$ cat config.mk
export PLATFORM = sky130hd
export DESIGN_NAME = vram_port_arbiter
export DESIGN_NICKNAME = d
export VERILOG_FILES = /design/src/rtl/vram_port_arbiter.sv
export SDC_FILE = /design/constraint.sdc
export NUM_CORES = 1
export LEC_CHECK = 0
export ABC_AREA = 1
export ABC_CLOCK_PERIOD_IN_PS = 2630
export CORE_UTILIZATION = 40
export CTS_CLUSTER_DIAMETER = 50
export CTS_CLUSTER_SIZE = 12
export DETAILED_ROUTE_END_ITERATION = 10
export DONT_BUFFER_PORTS = 1
export PLACE_DENSITY = 0.68
export SYNTH_ARGS = -nofsm -noshare
export SYNTH_HDL_FRONTEND = slang
export SYNTH_SLANG_ARGS = --single-unit
$ cat constraint.sdc
create_clock -name clk -period 2.63 [get_ports clk]
set_clock_uncertainty 0.2 [all_clocks]
set_input_delay 0.789 -clock clk [delete_from_list [all_inputs] [get_ports clk]]
set_output_delay 0.789 -clock clk [all_outputs]
set_load 0.005 [all_outputs]
$ cat src/rtl/vram_port_arbiter.sv
// Single-port VRAM arbiter: display fetch has priority, CPU writes are buffered, starvation guard forces CPU slots.
// Defining VRAM_ARB_STATS_EN adds the disp_stall_cnt / cpu_force_cnt / wbuf_full_seen statistics ports.
module vram_port_arbiter #(
  parameter int ADDR_W       = 14,
  parameter int DATA_W       = 8,
  parameter int WBUF_DEPTH   = 4,
  parameter int STARVE_LIMIT = 8
) (
  input  logic              clk,
  input  logic              rst,
  input  logic              disp_req,
  input  logic [ADDR_W-1:0] disp_addr,
  output logic              disp_gnt,
  output logic              disp_valid,
  output logic [DATA_W-1:0] disp_data,
  input  logic              cpu_wr_valid,
  input  logic [ADDR_W-1:0] cpu_wr_addr,
  input  logic [DATA_W-1:0] cpu_wr_data,
  output logic              cpu_wr_ready,
  input  logic              cpu_rd_req,
  input  logic [ADDR_W-1:0] cpu_rd_addr,
  output logic              cpu_rd_valid,
  output logic [DATA_W-1:0] cpu_rd_data,
  output logic [ADDR_W-1:0] mem_addr,
  output logic              mem_re,
  output logic              mem_we,
  output logic [DATA_W-1:0] mem_wdata,
  input  logic [DATA_W-1:0] mem_rdata
`ifdef VRAM_ARB_STATS_EN
  ,
  output logic [15:0]       disp_stall_cnt,
  output logic [15:0]       cpu_force_cnt,
  output logic [0:0]        wbuf_full_seen
`endif
);

  localparam int PTR_W = (WBUF_DEPTH > 1) ? $clog2(WBUF_DEPTH) : 1;
  localparam int CNT_W = PTR_W + 1;
  localparam int STV_W = $clog2(STARVE_LIMIT + 1);

  typedef enum logic [1:0] {
    ST_IDLE,
    ST_DISP,
    ST_WR,
    ST_RD
  } state_t;

  typedef enum logic [1:0] {
    TAG_NONE,
    TAG_DISP,
    TAG_CPU
  } tag_t;

  logic [ADDR_W-1:0] wbuf_addr_mem [WBUF_DEPTH];
  logic [DATA_W-1:0] wbuf_data_mem [WBUF_DEPTH];
  logic [PTR_W-1:0]  wr_ptr_reg;
  logic [PTR_W-1:0]  rd_ptr_reg;
  logic [CNT_W-1:0]  count_reg;
  logic              rd_outstanding_reg;
  logic [STV_W-1:0]  starve_cnt_reg;
  state_t            state_reg;
  state_t            state_next;
  tag_t              tag_reg;

  logic push;
  logic pop;
  logic wbuf_nonempty;
  logic rd_eligible;
  logic cpu_pending;
  logic forced;
  logic cpu_grant;

  assign cpu_wr_ready  = (count_reg < CNT_W'(WBUF_DEPTH));
  assign push          = cpu_wr_valid & cpu_wr_ready & ~rst;
  assign wbuf_nonempty = (count_reg != '0);
  // A write being pushed this cycle must land in VRAM before any read overtakes it.
  assign rd_eligible   = cpu_rd_req & ~rd_outstanding_reg & ~wbuf_nonempty & ~push;
  assign cpu_pending   = wbuf_nonempty | rd_eligible;
  assign forced        = (starve_cnt_reg == STV_W'(STARVE_LIMIT)) & cpu_pending & ~rst;

  always_comb begin
    state_next = ST_IDLE;
    if (rst) begin
      state_next = ST_IDLE;
    end else if (forced) begin
      state_next = wbuf_nonempty ? ST_WR : ST_RD;
    end else if (disp_req) begin
      state_next = ST_DISP;
    end else if (wbuf_nonempty) begin
      state_next = ST_WR;
    end else if (rd_eligible) begin
      state_next = ST_RD;
    end
  end

  assign disp_gnt  = (state_next == ST_DISP);
  assign pop       = (state_next == ST_WR);
  assign cpu_grant = (state_next == ST_WR) || (state_next == ST_RD);

  always_ff @(posedge clk) begin
    if (rst) begin
      state_reg <= ST_IDLE;
    end else begin
      state_reg <= state_next;
    end
  end

  always_ff @(posedge clk) begin
    if (push) begin
      wbuf_addr_mem[wr_ptr_reg] <= cpu_wr_addr;
      wbuf_data_mem[wr_ptr_reg] <= cpu_wr_data;
    end
  end

  always_ff @(posedge clk) begin
    if (rst) begin
      wr_ptr_reg <= '0;
      rd_ptr_reg <= '0;
      count_reg  <= '0;
    end else begin
      if (push) begin
        wr_ptr_reg <= wr_ptr_reg + 1'b1;
      end
      if (pop) begin
        rd_ptr_reg <= rd_ptr_reg + 1'b1;
      end
      case ({push, pop})
        2'b10:   count_reg <= count_reg + 1'b1;
        2'b01:   count_reg <= count_reg - 1'b1;
        default: count_reg <= count_reg;
      endcase
    end
  end

  always_ff @(posedge clk) begin
    if (rst) begin
      starve_cnt_reg <= '0;
    end else if (cpu_grant) begin
      starve_cnt_reg <= '0;
    end else if (disp_gnt && cpu_pending && (starve_cnt_reg < STV_W'(STARVE_LIMIT))) begin
      starve_cnt_reg <= starve_cnt_reg + 1'b1;
    end
  end

  always_ff @(posedge clk) begin
    if (rst) begin
      rd_outstanding_reg <= 1'b0;
    end else if (state_next == ST_RD) begin
      rd_outstanding_reg <= 1'b1;
    end else if (cpu_rd_valid) begin
      rd_outstanding_reg <= 1'b0;
    end
  end

  always_ff @(posedge clk) begin
    if (rst) begin
      mem_addr  <= '0;
      mem_re    <= 1'b0;
      mem_we    <= 1'b0;
      mem_wdata <= '0;
    end else begin
      mem_re <= (state_next == ST_DISP) || (state_next == ST_RD);
      mem_we <= (state_next == ST_WR);
      case (state_next)
        ST_DISP: mem_addr <= disp_addr;
        ST_RD:   mem_addr <= cpu_rd_addr;
        ST_WR: begin
          mem_addr  <= wbuf_addr_mem[rd_ptr_reg];
          mem_wdata <= wbuf_data_mem[rd_ptr_reg];
        end
        default: mem_addr <= mem_addr;
      endcase
    end
  end

  // state_reg is the first tag stage (aligned with mem_re); tag_reg aligns with mem_rdata.
  always_ff @(posedge clk) begin
    if (rst) begin
      tag_reg <= TAG_NONE;
    end else begin
      case (state_reg)
        ST_DISP: tag_reg <= TAG_DISP;
        ST_RD:   tag_reg <= TAG_CPU;
        default: tag_reg <= TAG_NONE;
      endcase
    end
  end

  assign disp_valid   = (tag_reg == TAG_DISP) & ~rst;
  assign cpu_rd_valid = (tag_reg == TAG_CPU) & ~rst;
  assign disp_data    = mem_rdata;
  assign cpu_rd_data  = mem_rdata;

`ifdef VRAM_ARB_STATS_EN
  always_ff @(posedge clk) begin
    if (rst) begin
      disp_stall_cnt <= '0;
      cpu_force_cnt  <= '0;
      wbuf_full_seen <= '0;
    end else begin
      if (disp_req && !disp_gnt && (disp_stall_cnt != 16'hFFFF)) begin
        disp_stall_cnt <= disp_stall_cnt + 16'd1;
      end
      if (forced && (cpu_force_cnt != 16'hFFFF)) begin
        cpu_force_cnt <= cpu_force_cnt + 16'd1;
      end
      if (count_reg == CNT_W'(WBUF_DEPTH)) begin
        wbuf_full_seen <= 1'b1;
      end
    end
  end
`endif

endmodule

==> metrics <==
Nets=606; Reg area=between 3000 and 4000 µm²; Routed WL=12010 µm; die span in x=119.7 µm; Largest regs=wbuf_addr_mem (56), wbuf_data_mem (32), mem_addr (14); status=completed; Peak supply drop=between 0.4 and 0.5 mV; period utilisation layout=between 90% and 100%; via count of the first global-routing pass=between 3k and 4k; DP HPWL=between 7000 and 8000 µm; #FFs+latches synth=between 100 and 150; DR vias=around 3.7k; max_slew headroom=57.54%; Total Power=4895 µW; Die ar.=14320 µm²; max reg flops=56; largest net degree at the start of global routing=29; H-tree level count=4; DRC=0; share of layout cells above drive strength 1=16.42%; overall routing resource usage=around 18%; dpl cells=around 690; Gate Count Post-Synth=~530; Pwr Density=about 770 nW/µm²; die height=about 120 µm; startpoint types=flop; register area share after synthesis=62.53%; FP Rows=42; top-count cell post-synth=nor2_1; P_leak=roughly 0.0024 µW; Avg Vias per Cell=just over 5; total gr overflow=0; RSZ-0062 raised after global routing=true; Mapped Area=about 5500 µm²; clk root buf=clkbuf_16; initial DRC count=between 200 and 250; initial antenna violation count=0; Yosys warnings=0; Hold Fails Final Rpt=0; RePlAce Congestion=around 0.79; most frequent cells after synthesis=106 x nor2_1, 88 x edfxtp_1, 51 x nand2_1, 51 x o21ai_0, 41 x dfxtp_1; Netlist cell types=34; PortBufs=0; cell taking the most area after synthesis=edfxtp_1; first-pass GRT wire length=approximately 19000 µm; Slew Viols, Final=0; ANT cells=0; Skew-Pair Late Insertion Delay=about 0.42 ns; FFs w/ async S/R, synth=0%; Filler cells=approximately 1.2k; Post-DP Area=roughly 5700 µm²; number of top-level pins=roughly 110; Area Overhead vs Synth=14.19%; Largest Register=wbuf_addr_mem; Core Region=~13000 µm²; actual slew at the worst max-slew pin=between 0.6 and 0.7 ns; Data required, critical path=roughly 1.6 ns; Initial Util=between 40 and 50%; number of synthesized flops with an enable pin=just under 90; # hold bufs at CTS=0; Num CTS Buffers=17; clk buf depth=2; # Max-Cap Violations=0; final worst path period need=2.578 ns; Yosys top cell area share=47.71%; Hold Crit Class=reg2reg; Initial DRT Pass Iterations=5; final std cells w/o fill=724; CP max FO=4; Final Setup Violations=0; TritonCTS clock tree=done; Max Fclk=slightly below 0.4 GHz; Clock Pin Slew Worst Setup and Hold Paths=around 0.060 ns; Final Instance Area=6325 µm²; syn_area_per_cell=between 10 and 15 µm²; worst hold margin=roughly 0.25 ns; critical path type=reg2out; Critical Path AT=between 1.5 and 2 ns; wire per inst=~17 µm; area of the multi-input gates=1673 µm²; antenna-violating nets left=0; Worst Setup End Kind=primary output; main area contributors after synthesis=edfxtp_1 48%, dfxtp_1 15%, nor2_1 7.2%; clk sink count=~130; Synth Net Count=600; ys flop type=edfxtp_1
-- logic make-up (layout without fill, tap and decap cells) --
kind of cell,Yosys count,count (layout),share of synthesized area [%]
mux,8,8,1.446
fa+ha+maj,8,8,1.943
simple gates,199,199,15.72
buf+inv,85,104,8.064
flops,129,129,62.53
compound gates,97,97,9.826
xor+xnor,3,3,0.4744
-- layer usage --
metal	track usage (%)	part of all wire, %	routed length [µm]	vias to the layer above
met5	0	0	0	-
met4	10.08	2.8	342	0
met3	5.989	7.0	839	30
met2	29.73	51	6087	101
met1	19.51	39	4736	1820
li1	-	-	-	1794
-- power by group --
group	internal, µW	leakage (µW)	switching, µW	total (µW)
clock network	1310	0.000262	827	2140
registers	2260	0.00114	54.0	2310
logic	163	0.00102	281	444
total	3730	0.00242	1160	4900
-- path summary, 6_finish.rpt --
path / from / endpoint / slack [ns] / cells after the start
setup reg to reg: starve_cnt_reg[1] / count_reg[2] / 0.21 / 15
hold / removal: state_reg[1] / tag_reg[0] / 0.25 / 1
setup / recovery: starve_cnt_reg[1] / disp_gnt / 0.05 / 8
hold reg to reg: state_reg[1] / tag_reg[0] / 0.25 / 1
-- layout make-up --
cell class              count  area share, %
clock inverters            11          1.444
clock buffers              21          7.122
inverters                  48          3.007
flip-flops and latches    129          54.80
multi-input cells         315          26.45
repair buffers             24          3.699
well taps                 176          3.482
-- cells in the final DEF (no fill, tap or decap), types with 3 or more instances in the layout --
cell and instances:
clkbuf_1 3, nor2_2 5, clkinv_1 3, edfxtp_1 88, nand2_4 6, buf_12 4, nor2_4 3, clkinv_2 6
nand2_1 51, nor2_1 102, o22ai_1 22, o21ai_0 49, a21oi_1 10, o21ai_1 10, mux2i_1 8, nand3_1 26
a21oi_2 3, dfxtp_1 39, inv_2 8, xor2_1 3, ha_1 6, inv_1 35, clkbuf_16 17, clkinvlp_4 3
buf_4 19
-- stage by stage --
stage	TNS (ns)	setup WS (ns)	utilization [%]
final	0	0.05233	47.38
after global routing	-0.05605	-0.05605	47.38
after CTS	0	0.001871	47.09
after detailed placement	-0.02024	-0.02024	43.03
after global placement	0	0.03338	43.03
after floorplan	-22.62	-0.2524	-
-- critical path, cell delays in order (launching register included) --
cell and delay, ns:
dfxtp_2 0.36, inv_2 0.06, ha_4 0.17, nand2_4 0.08
nor2_4 0.04, a21oi_2 0.14, nand2_2 0.09, buf_6 0.13
nor2_4 0.12
-- timing repair --
action,in CTS,in global routing
buffers inserted,0,1
gates resized for setup,4,8
gates cloned,0,0
endpoints found under the setup margin,1,2
pin swaps,0,4
Note: power is estimated with default switching activity, not from simulation.
